<file path="config.mk">
export PLATFORM = sky130hd
export DESIGN_NAME = change_dispenser
export DESIGN_NICKNAME = d
export VERILOG_FILES = /design/src/rtl/change_dispenser.sv
export SDC_FILE = /design/constraint.sdc
export NUM_CORES = 1
export LEC_CHECK = 0
export BUFFER_PORTS_ARGS = -buffer_cell sky130_fd_sc_hd__buf_2
export CAP_MARGIN = 20
export CORE_UTILIZATION = 48
export DETAILED_ROUTE_END_ITERATION = 7
export PLACE_DENSITY = 0.8
export RECOVER_POWER = 100
export SLEW_MARGIN = 30
export SYNTH_ARGS = -nofsm -noshare
export SYNTH_HDL_FRONTEND = slang
export SYNTH_SLANG_ARGS = --single-unit
</file>
<file path="constraint.sdc">
create_clock -name clk -period 2.25 [get_ports clk]
set_input_delay 0.45 -clock clk [delete_from_list [all_inputs] [get_ports clk]]
set_output_delay 0.45 -clock clk [all_outputs]
set_load 0.02 [all_outputs]
</file>
<file path="src/rtl/change_dispenser.sv">
// -----------------------------------------------------------------------------
// change_dispenser
//
// Downstream stage of the vending machine's coin/timeout checker. When a
// return is requested it latches the customer balance, then pays it out one
// coin per cycle, largest denomination first, until less than the smallest
// coin remains. Any non-zero residual that cannot be paid exactly is flagged
// on o_error and left visible on o_remaining.
//
// Ports:
//   clk            in   system clock, all state on rising edge
//   reset_n        in   synchronous, active-low reset
//   i_start        in   return request, sampled only while idle
//   i_balance      in   amount to return, sampled together with i_start
//   o_busy         out  high while a return is in progress
//   o_return_coin  out  one-hot coin this cycle: bit0=COIN0, bit1=COIN1,
//                       bit2=COIN2; zero means no coin
//   o_remaining    out  amount still owed
//   o_done         out  single-cycle pulse when dispensing finishes
//   o_error        out  unpayable residual remained; held until next accept
//
// All outputs are registered; nothing flows combinationally from inputs to
// outputs.
// -----------------------------------------------------------------------------
module change_dispenser #(
   parameter int BAL_W     = 32,
   parameter int COIN0_VAL = 100,
   parameter int COIN1_VAL = 500,
   parameter int COIN2_VAL = 1000
) (
   input  logic             clk,
   input  logic             reset_n,
   input  logic             i_start,
   input  logic [BAL_W-1:0] i_balance,
   output logic             o_busy,
   output logic [2:0]       o_return_coin,
   output logic [BAL_W-1:0] o_remaining,
   output logic             o_done,
   output logic             o_error
);

   localparam logic [BAL_W-1:0] COIN0 = BAL_W'(COIN0_VAL);
   localparam logic [BAL_W-1:0] COIN1 = BAL_W'(COIN1_VAL);
   localparam logic [BAL_W-1:0] COIN2 = BAL_W'(COIN2_VAL);

   typedef enum logic {
      IDLE     = 1'b0,
      DISPENSE = 1'b1
   } state_t;

   state_t           state, state_next;
   logic             busy_next;
   logic [2:0]       coin_next;
   logic [BAL_W-1:0] remaining_next;
   logic             done_next;
   logic             error_next;

   // Next-state and next-output logic. The greedy choice is made from the
   // registered remaining amount, and each subtraction is guarded by its
   // compare, so the datapath can never underflow.
   always_comb begin
      // NOTE: every signal gets a default before any branch so no path leaves
      // it unassigned; that is what keeps this block free of inferred latches.
      state_next     = state;
      busy_next      = o_busy;
      coin_next      = 3'b000;
      remaining_next = o_remaining;
      done_next      = 1'b0;
      error_next     = o_error;

      unique case (state)
         IDLE: begin
            if (i_start) begin
               remaining_next = i_balance;
               error_next     = 1'b0;
               busy_next      = 1'b1;
               state_next     = DISPENSE;
            end
         end

         DISPENSE: begin
            if (o_remaining >= COIN2) begin
               coin_next      = 3'b100;
               remaining_next = o_remaining - COIN2;
            end else if (o_remaining >= COIN1) begin
               coin_next      = 3'b010;
               remaining_next = o_remaining - COIN1;
            end else if (o_remaining >= COIN0) begin
               coin_next      = 3'b001;
               remaining_next = o_remaining - COIN0;
            end else begin
               // Nothing more can be paid: finish, keep the residual visible.
               done_next  = 1'b1;
               busy_next  = 1'b0;
               error_next = (o_remaining != '0);
               state_next = IDLE;
            end
         end

         default: begin
            state_next = IDLE;
            busy_next  = 1'b0;
         end
      endcase
   end

   // State and output registers. Reset aborts any return in progress and
   // discards the residual.
   always_ff @(posedge clk) begin
      // NOTE: sequential state uses non-blocking assignments so every register
      // samples the pre-edge values, independent of statement order.
      if (!reset_n) begin
         state         <= IDLE;
         o_busy        <= 1'b0;
         o_return_coin <= 3'b000;
         o_remaining   <= '0;
         o_done        <= 1'b0;
         o_error       <= 1'b0;
      end else begin
         state         <= state_next;
         o_busy        <= busy_next;
         o_return_coin <= coin_next;
         o_remaining   <= remaining_next;
         o_done        <= done_next;
         o_error       <= error_next;
      end
   end

endmodule

</file>
==> impl_metrics.csv <==
group,metric,value,unit
worst_hold_path,hold_class,"in2reg",
global_routing,antenna_found_initial,0,
clock_network,htreeDepth,2,
worst_setup_path,cp.arrival,2.80,ns
worst_setup_path,timing.rr.start,"o_remaining[2]",
layout,layout_common_cells,"buf_4 (99), buf_2 (61), a21oi_1 (29)",
synth,synth_cells,366,
worst_setup_path,worstPathMaxFanout,8,
sta,tns,-5.187,ns
detailed_routing,first_pass_iters,5,
sta,worstMarginPinSlew,0.5650,ns
sta,period_share,114.2,%
clock_network,numCtsBuffers,5,
clock_network,clock-sinks,39,
detailed_routing,viasPerCell,6.376,
synth,yosys_register_bits,39,
synth,synth_edf_count,0,
global_routing,grt_pass1_vias,3494,
place,port_buffers,72,
sta,post-route-min-period,2.570,ns
worst_setup_path,start_kind,"register",
sta,whs,0.3961,ns
worst_setup_path,r2r-end,"o_remaining[14]",
power,max-vdd-ir-drop,0.4672,mV
die,initial_core_util,50.38,%
global_routing,grt_max_degree,26,
layout,syn_to_final_growth,57.01,%
global_routing,grt_pass1_wl,16840,um
clock_network,clock_path_buffers,2,
detailed_routing,wl_per_cell,19.64,um
synth,yosysWarnings,0,
synth,synth_nets,408,
sta,finalMaxSlewViolations,0,
clock_network,cts_tree,"built",
synth,synthArstFlopShare,0,%
sta,hold_violations,0,
worst_setup_path,r2r_slack,-0.32,ns
detailed_routing,ant_nets,0,
sta,slew_headroom,62.33,%
sta,setup_viol,30,
worst_setup_path,cp-end-kind,"register",
synth,synth_top_cell_area_share,27.97,%
detailed_routing,drc,0,
synth,yosysSeqAreaShare,27.97,%
detailed_routing,vias,3813,
clock_network,cts_root_buf,"clkbuf_8",
synth,ys.flop_type,"dfxtp_1",
place,gp_congestion,0.9922,
sta,rsz0062_at_grt,"true",
clock_network,path_clk_slew,0.08,ns
layout,fill_cells,404,
layout,layout_commonest_cell,"buf_4",
layout,instances_no_fill,598,
sta,setup_ws,-0.3199,ns
clock_network,clk_latency,0.30,ns
die,fp.dieH,78.26,um
layout,layout.nets,567,
die,core-area,0.005540,mm2
sta,fmax,0.3891,GHz
outcome,violations,"negative setup slack",
die,num_io_pins,73,
synth,netlist-cell-type-count,72,
place,dp_hpwl,7952,um
die,dieArea,0.006125,mm2
synth,synth_area_leaders,"dfxtp_1 (28%), a21oi_1 (5.9%), o21ai_0 (4.5%)",
worst_hold_path,hp-start,"i_balance[1]",
worst_setup_path,critPathKind,"reg2reg",
global_routing,grtUsageTotal,35.33,%
detailed_routing,drt-initial-drc-count,425,
sta,clock_skew,0.007488,ns
power,leakage,1.914,nW
flow_run,drv_cap,0,
die,die_w,78.26,um
worst_hold_path,hold_depth,3,
synth,synth_largest_area_cell,"dfxtp_1",
synth,avgSynthCellArea,7.627,um2
layout,diodes,0,
outcome,status,"finished with violations",
worst_setup_path,worstPathRequired,2.48,ns
global_routing,grt_overflow,0,
detailed_routing,routed_wl,11740,um
power,power_density,567.4,mW/mm2
die,num_rows,27,
synth,synth.cell_area,0.002791,mm2
place,dp_cells,580,
worst_setup_path,r2r_cells,11,
worst_hold_path,min_to,"o_remaining[1]",
layout,drive_above_1_share,48.10,%
per-layer routing:
metal / wire length [um] / vias up / share of wire, % / global-route usage [%]
met2: 5604 / 256 / 48 / 58.95
met1: 4396 / 1782 / 37 / 43.91
met3: 1161 / 64 / 9.9 / 6.512
met4: 581 / 0 / 4.9 / 16.30
met5: 0 / - / 0 / 0
li1: - / 1711 / - / -
where the power goes:
| part | switching, W | total [W] | internal, W |
|---|---|---|---|
| clock network | 0.000258 | 0.000470 | 0.000212 |
| registers | 0.0000790 | 0.000832 | 0.000753 |
| logic | 0.000645 | 0.00118 | 0.000540 |
how the worst max path moves through the flow:
| stage | start | depth (start not counted) | slack (ns) | endpoint |
|---|---|---|---|---|
| 5_1_grt | o_remaining[2] | 11 | -0.38 | o_remaining[14] |
| 2_1_floorplan | o_remaining[13] | 6 | -0.09 | o_remaining[27] |
| 6_report | o_remaining[2] | 11 | -0.32 | o_remaining[14] |
| 4_1_cts | o_remaining[13] | 6 | -0.17 | o_remaining[27] |
| 3_3_place_gp | o_remaining[13] | 6 | -0.11 | o_remaining[27] |
| 3_5_place_dp | o_remaining[2] | 10 | -0.19 | o_remaining[27] |
through the flow:
stage / setup slack, ns / cell area (um2) / util, % / power (W)
2_1_floorplan: -0.08604 / 2943 / - / 0.001396
3_3_place_gp: -0.1081 / 3975 / 71.75 / 0.001840
3_5_place_dp: -0.1888 / 3975 / 71.75 / 0.001862
4_1_cts: -0.1659 / 4130 / 74.55 / 0.002350
5_1_grt: -0.3790 / 4383 / 79.11 / 0.002595
6_report: -0.3199 / 4383 / 79.11 / 0.002487
flip-flops by register name (all words and copies together), names as in the netlist:
name,count
state,1
o_done,1
o_busy,1
o_return_coin,3
o_remaining,32
o_error,1
cells in the mapped netlist, types with 5 or more instances:
master	n
nand3_1	9
nand4_1	6
nand2_1	28
nor2_1	29
ha_1	7
buf_2	8
clkbuf_1	18
and3_1	8
inv_1	7
nor4_1	10
o211ai_1	5
nor3_1	21
o21ai_0	25
dfxtp_1	39
nor2b_1	6
a31oi_1	6
or3_1	7
a21oi_1	33
layout make-up:
class / instances / area [um2] / area share [%]
multi-input cells: 290 / 2158 / 49.24
repair buffers: 181 / 1202 / 27.43
flip-flops and latches: 39 / 819.5 / 18.70
well taps: 72 / 90.09 / 2.055
clock buffers: 6 / 72.57 / 1.656
inverters: 8 / 32.53 / 0.7422
clock inverters: 2 / 7.507 / 0.1713
worst max-delay path, cell delays in order, from the launching register on:
cell,delay [ns]
dfxtp_4,0.38
inv_4,0.05
ha_4,0.15
nor3b_2,0.15
o311a_1,0.33
buf_4,0.14
or3_4,0.44
o211ai_1,0.19
buf_4,0.16
nor3_2,0.05
or3_1,0.34
a21oi_2,0.12
cell families (layout without fill, tap and decap cells):
logic type      Yosys count  count (layout)  share of synthesized area (%)
buf+inv                  37             197                          5.737
xor+xnor                  2               2                         0.6276
mux                       5               5                          1.838
flops                    39              39                          27.97
fa+ha+maj                 8               8                          3.496
simple gates            154             154                          30.84
compound gates          121             121                          29.49
repair_timing:
| action | in CTS | in global routing |
|---|---|---|
| pin swaps | 4 | 31 |
| hold buffers | 0 | 0 |
| resized for setup | 16 | 45 |
| endpoints found under the setup margin | 27 | 29 |
| setup buffers | 1 | 9 |
No activity file was read; power rests on OpenSTA's default activity.
